[config.mk]
export PLATFORM = sky130hd
export DESIGN_NAME = pipe_stage_skid
export DESIGN_NICKNAME = d
export VERILOG_FILES = /design/src/rtl/pipe_stage_skid.sv
export SDC_FILE = /design/constraint.sdc
export NUM_CORES = 1
export LEC_CHECK = 0
export ABC_AREA = 1
export CAP_MARGIN = 20
export CORE_ASPECT_RATIO = 1.25
export CORE_UTILIZATION = 55
export CTS_CLUSTER_DIAMETER = 200
export DETAILED_ROUTE_END_ITERATION = 7
export GPL_TIMING_DRIVEN = 0
export PLACE_DENSITY_LB_ADDON = 0.2
export SYNTH_ARGS = -nofsm -noshare
export SYNTH_HDL_FRONTEND = slang
export SYNTH_SLANG_ARGS = --single-unit
[constraint.sdc]
create_clock -name clk -period 4.72 [get_ports clk]
set_input_delay 0.944 -clock clk [delete_from_list [all_inputs] [get_ports clk]]
set_output_delay 0.944 -clock clk [all_outputs]
set_load 0.02 [all_outputs]
[src/rtl/pipe_stage_skid.sv]
// pipe_stage_skid: a generic pipeline stage register for the CPU datapath.
// It carries a data bundle and a control bundle under a valid/ready handshake
// and supports an explicit stall and a flush. A main register and a skid
// register together hold up to two entries, so in_ready comes from a flop and
// never from a combinational path through downstream logic.
// A bubble always presents all-zero control.
// Optional feature: define PIPE_PERF_CNT_EN to add saturating stall/flush
// performance counters.
`default_nettype none

module pipe_stage_skid #(
  parameter int DATA_W = 96,
  parameter int CTRL_W = 16
`ifdef PIPE_PERF_CNT_EN
  , parameter int CNT_W = 16
`endif
) (
  input  logic              clk,
  input  logic              rst,
  input  logic              in_valid,
  output logic              in_ready,
  input  logic [DATA_W-1:0] in_data,
  input  logic [CTRL_W-1:0] in_ctrl,
  input  logic              stall,
  input  logic              flush,
  output logic              out_valid,
  input  logic              out_ready,
  output logic [DATA_W-1:0] out_data,
  output logic [CTRL_W-1:0] out_ctrl
`ifdef PIPE_PERF_CNT_EN
  , output logic [CNT_W-1:0] stall_cnt
  , output logic [CNT_W-1:0] flush_cnt
`endif
);

  typedef enum logic [1:0] {
    EMPTY = 2'd0,
    ONE   = 2'd1,
    TWO   = 2'd2
  } state_e;

  typedef struct packed {
    logic [CTRL_W-1:0] ctrl;
    logic [DATA_W-1:0] data;
  } entry_t;

  state_e state_q, state_d;
  entry_t main_q, main_d;
  entry_t skid_q, skid_d;
  logic   in_ready_q;
  entry_t in_ent;
  logic   take_in;
  logic   take_out;

  assign in_ent    = '{ctrl: in_ctrl, data: in_data};
  assign out_valid = (state_q != EMPTY);
  assign in_ready  = in_ready_q;
  assign take_in   = in_valid & in_ready_q;
  assign take_out  = out_valid & out_ready & ~stall;
  assign out_data  = main_q.data;
  // Belt and braces: main is already zero when empty, but gating here makes
  // the "bubble carries no control" guarantee independent of the datapath.
  assign out_ctrl  = out_valid ? main_q.ctrl : '0;

  // Next-state logic: flush empties the stage, otherwise move entries in FIFO order.
  always_comb begin
    // NOTE: every signal written here gets a default first, so no path can
    // leave it unassigned and infer a latch.
    state_d = state_q;
    main_d  = main_q;
    skid_d  = skid_q;
    if (flush) begin
      state_d = EMPTY;
      main_d  = '0;
      skid_d  = '0;
    end else begin
      unique case (state_q)
        EMPTY: begin
          if (take_in) begin
            state_d = ONE;
            main_d  = in_ent;
          end
        end
        ONE: begin
          if (take_in && !take_out) begin
            state_d = TWO;
            skid_d  = in_ent;
          end else if (take_in && take_out) begin
            main_d  = in_ent;
          end else if (take_out) begin
            state_d = EMPTY;
            main_d  = '0;
          end
        end
        TWO: begin
          // in_ready is low here, so only a departure can happen.
          if (take_out) begin
            state_d = ONE;
            main_d  = skid_q;
            skid_d  = '0;
          end
        end
        default: begin
          state_d = EMPTY;
          main_d  = '0;
          skid_d  = '0;
        end
      endcase
    end
  end

  // State, entry registers and registered in_ready; rst wins over everything.
  always_ff @(posedge clk) begin
    // NOTE: sequential state uses non-blocking assignments so every flop
    // samples the pre-edge values regardless of statement order.
    if (rst) begin
      // NOTE: the entry registers are reset too, so out_data/out_ctrl read
      // as zero straight out of reset instead of carrying X garbage.
      state_q    <= EMPTY;
      main_q     <= '0;
      skid_q     <= '0;
      in_ready_q <= 1'b1;
    end else begin
      state_q    <= state_d;
      main_q     <= main_d;
      skid_q     <= skid_d;
      in_ready_q <= (state_d != TWO);
    end
  end

`ifdef PIPE_PERF_CNT_EN
  logic [CNT_W-1:0] stall_cnt_q;
  logic [CNT_W-1:0] flush_cnt_q;
  logic [1:0]       n_held;
  logic [CNT_W:0]   flush_sum;

  assign stall_cnt = stall_cnt_q;
  assign flush_cnt = flush_cnt_q;

  // Entries lost on a flush: everything held plus any offered input.
  always_comb begin
    n_held = 2'd0;
    if (state_q == ONE) n_held = 2'd1;
    if (state_q == TWO) n_held = 2'd2;
    flush_sum = {1'b0, flush_cnt_q} + (CNT_W+1)'(n_held) + (CNT_W+1)'(in_valid);
  end

  // Saturating performance counters, cleared only by rst.
  always_ff @(posedge clk) begin
    if (rst) begin
      stall_cnt_q <= '0;
      flush_cnt_q <= '0;
    end else begin
      if (out_valid && !take_out && (stall_cnt_q != '1)) begin
        stall_cnt_q <= stall_cnt_q + 1'b1;
      end
      if (flush) begin
        flush_cnt_q <= flush_sum[CNT_W] ? '1 : flush_sum[CNT_W-1:0];
      end
    end
  end
`endif

endmodule

`default_nettype wire

Word level (Yosys, flattened, before mapping)

Cells that the tools add are included.

Register bits after elaboration: 227
Bits in writable memories: 0
Input bits: 118
Memories: 0
Logic and storage cells: 43
Bits in read-only memories: 0
Latch bits: 0

Reduce and logical (&&, ||, !) cells: 8
Muxes and demuxes: 16
Bitwise gates (word level): 5
Magnitude comparators: 0
Equal/unequal tests: 8
Shifts and indexed selects: 0
$add $sub $neg: 0
Div/mod/pow operators: 0
Multipliers: 0

Operator list:

| cell                                                 | count |
|---|---|
| two-way mux 112 bit                                  | 6 |
| one-hot mux 112 bit (3 select lines)                 | 2 |
| two-way mux 16 bit                                   | 1 |
| two-way mux 2 bit                                    | 6 |
| != test 2 bit (second input constant)                | 5 |
| one-hot mux 2 bit (3 select lines)                   | 1 |
| AND reduction 4 bit                                  | 1 |
| bitwise AND 1 bit                                    | 3 |
| != test 3 bit (second input constant)                | 1 |
| AND reduction 3 bit                                  | 1 |
| equality test 2 x 1 -> 1 bit (second input constant) | 1 |
| equality test 2 bit (second input constant)          | 1 |
| logical AND 1 bit                                    | 2 |
| logical NOT 2 bit                                    | 1 |
| NOT 1 bit                                            | 2 |
| nonzero test 2 bit                                   | 1 |
| OR reduction 2 bit                                   | 1 |
| logical NOT 1 bit                                    | 1 |

Logic depth before layout (Yosys ltp)

Depth after elaboration: 9
Mapped depth: 11
Depth with buffers taken out: 9

Worst setup path after synthesis

No wires, ideal clock.

Kind: register -> output
From: register state_q[0]
To: output port out_ctrl[10]
Cell stages (with the launch flop): 7
Data arrival time: 1.400 ns
Slack: 2.376 ns
Buffers on the path: 4
Data required time: 3.776 ns
Path through: dfxtp_1 buf_2 nor2_1 buf_2 buf_2 buf_1 nor2_1

Cells in the longest elaborated chain, start to end: 2

RTL lines:

| what                     | line | source |
|---|---|---|
| start: declaration       | 47   | `state_e state_q, state_d;` |
| start signal: assignment | 124  | `state_q <= state_d;` |
| nonzero test 2 bit       | 56   | `assign out_valid = (state_q != EMPTY);` |
| two-way mux 16 bit       | 63   | `assign out_ctrl = out_valid ? main_q.ctrl : '0;` |
| end: declaration         | 29   | `output logic [CTRL_W-1:0] out_ctrl` |

Every way passes these cells.

Final worst setup path

From: register state_q[0]
To: output port out_ctrl[8]

The elaborated chain is that of the path after synthesis.

==> flow_summary.json <==
{
  "status": "complete, no violations",
  "cts_buffer_depth": 3,
  "slew_violations": 0,
  "drive_gt1_share_pct": 8.34,
  "postSynthAreaPerCell_sq_um": 6.08,
  "power.density_nw_per_um2": 281,
  "skew_ns": 0.0130,
  "yosysWarnings": 0,
  "worstSetupEndpointType": "primary output",
  "routed_via_density": 5.26,
  "switching_power_uw": 1340,
  "power_leakage_uw": 0.00796,
  "final_nets": 2621,
  "path_common_cell": "buf_2",
  "grtUsageTotal_pct": 32.1,
  "cts_sinks": 227,
  "routed_wl_mm": 41.2,
  "die_x_um": 143,
  "antenna_found_initial": 0,
  "seqPwrFrac_pct": 41.7,
  "final_antenna_net_count": 0,
  "place.gp.congestion": 0.906,
  "place.port_buffers": 231,
  "first_pass_iters": 5,
  "holdCritPathClass": "flip-flop to flip-flop",
  "dp_cells": 2807,
  "ctsResizeCount": 0,
  "intPower_uw": 3490,
  "seq_area_sq_um": 4540,
  "ioPinCount": 232,
  "multi_input_area_sq_um": 6660,
  "maxCapViolations": 0,
  "row_count": 64,
  "fmax_ghz": 0.259,
  "clock-root-buffer": "clkbuf_16",
  "setup_violations": 0,
  "yosysSeqAreaShare_pct": 33.3,
  "max_stage_delay_ns": 0.56,
  "wl_per_cell_um": 14.5,
  "yosys_register_bits": 227,
  "fill_cells": 2182,
  "areaGrowthSynthToFinish_pct": 25.7,
  "switching_share_pct": 27.8,
  "die_area_sq_um": 25500,
  "slew_headroom_pct": 35.2,
  "drc_errors": 0,
  "worstMarginPinSlew_ns": 0.972,
  "num_vias": 15000,
  "cts_tree": "built",
  "clock_latency_ns": 0.52,
  "ctsHoldBuffers": 0,
  "cts.clk_slew.worst_paths_ns": 0.06,
  "rsz0062_at_grt": "no",
  "syn_area_sq_um": 13700,
  "path_cells": "buf_2 > nor2_1 > buf_2 > buf_2 > buf_1 > nor2_1 > clkdlybuf4s50_1",
  "post-cts-setup-buffers": 0,
  "overflow": 0,
  "cts_buffers": 24,
  "dp_hpwl_mm": 29.5,
  "die_y_um": 178,
  "syn_inst": 2246,
  "diodes": 0,
  "fin_setup_tns_ns": 0,
  "fin_crit_ns": 3.86,
  "arrival_ns": 2.91,
  "vdd_ir_drop_max_mv": 0.256,
  "start_util_pct": 55.9,
  "grt_max_degree": 14,
  "path_class": "flip-flop to primary output",
  "synth_cell_types": 18,
  "share_comb_of_total_power_pct": 18.6,
  "grt_first_pass_wirelength_mm": 65.9,
  "htreeDepth": 1,
  "period_share_pct": 81.7,
  "drtIter0Drc": 1080,
  "cpMaxStageDelayCell": "clkdlybuf4s50_1",
  "grt_pass1_vias": 14000,
  "core_sq_um": 24400,
  "stdcell_count": 2848,
  "critical_path_required_ns": 3.78,
  "startpoint_type": "flip-flop",
  "cp_max_fo": 10,
  "syn_nets": 2364,
  "finalHoldViolCount": 0,
  "clockPowerShare_pct": 39.7
}
-- logic make-up (layout without fill, tap and decap cells) --
logic type,Yosys count,in the layout,share of synthesized area [%]
AND/OR/NAND/NOR,1257,1257,40.4
buffers and inverters,535,807,18.0
AO/OA/AOI/OAI,227,227,8.34
flip-flops,227,227,33.3
-- layout by cell type (no fill, tap or decap), drive strengths merged, types with 2 or more instances in the layout --
| cell | netlist | routed |
|---|---|---|
| nand2 | 673 | 673 |
| clkinv | 0 | 3 |
| a21oi | 212 | 212 |
| bufinv | 0 | 2 |
| buf | 194 | 194 |
| inv | 261 | 261 |
| nand3 | 115 | 115 |
| clkdlybuf4s50 | 0 | 231 |
| nand3b | 99 | 99 |
| clkbuf | 80 | 115 |
| o21ai | 13 | 13 |
| nand4 | 112 | 112 |
| dfxtp | 227 | 227 |
| nor2 | 258 | 258 |
-- flip-flops by register name (all words and copies together), names as in the netlist --
signal / cells
out_data: 96
in_ready: 1
state_q: 2
skid_q: 112
main_q: 16
-- layout make-up --
cell class,instances,area share [%]
Clock buffer,35,4.09
Sequential cell,227,26.5
Buffer,274,8.61
Timing Repair Buffer,231,13.5
Tap cell,330,2.40
Clock inverter,6,0.481
Multi-Input combinational cell,1484,38.8
Inverter,261,5.70
-- cells in the mapped netlist --
master    count  area [sq um]
buf_4        96           721
buf_1        26          97.6
nand4_1     112           701
inv_2         4          15.0
o21ai_0      13          65.1
nand3b_1     99           743
nor2_2        1          6.26
nand2_1     671          2520
buf_2        72           360
o21a_1        1          7.51
nand2_2       2          12.5
nor2_1      257           965
o22ai_1       1          6.26
a21oi_1     212          1060
inv_1       257           965
clkbuf_1     80           300
nand3_1     115           576
dfxtp_1     227          4540
-- power by group through the flow --
stage | Combinational, uW | Sequential (uW) | Clock [uW]
global placement | 865 | 2050 | 0
CTS | 887 | 2010 | 1930
detailed placement | 880 | 2050 | 0
finish | 899 | 2010 | 1920
floorplan | 567 | 2040 | 0
global route | 992 | 2020 | 2000
-- critical path: cells and delay by family (launching register included) --
family                 cells  cell delay, ns
buffers and inverters      5            1.78
and+or+nand+nor            2            0.30
DFF                        1            0.29
-- final timing paths --
kind / from / cells after the start / end / slack (ns)
min reg2reg: skid_q[13]$_SDFFE_PP0P_ / 2 / skid_q[13]$_SDFFE_PP0P_ / 0.48
max reg2reg: state_q[0]$_SDFF_PP0_ / 6 / main_q[107]$_SDFFE_PP0P_ / 2.26
min: skid_q[13]$_SDFFE_PP0P_ / 2 / skid_q[13]$_SDFFE_PP0P_ / 0.48
max: state_q[0]$_SDFF_PP0_ / 7 / out_ctrl[8] / 0.86
-- metal layers --
metal | wire length, um | vias to the layer above | GRT usage [%]
met2 | 19500 | 602 | 55.1
met4 | 1970 | 0 | 17.4
met3 | 3020 | 132 | 4.48
met1 | 16700 | 6781 | 38.5
li1 | - | 7452 | -
met5 | 0 | - | 0
-- metrics by stage --
stage / cell area (sq um) / utilization (%) / total power, uW / hold slack [ns] / setup WS, ns
floorplan: 13700 / - / 2610 / 0.452 / 2.38
global placement: 16400 / 67.1 / 2920 / 0.461 / 1.35
detailed placement: 16400 / 67.1 / 2930 / 0.469 / 1.33
CTS: 17200 / 70.3 / 4830 / 0.483 / 0.920
global route: 17200 / 70.3 / 5010 / 0.501 / 0.767
finish: 17200 / 70.3 / 4830 / 0.479 / 0.863
Power figures use the tool's default switching activity.
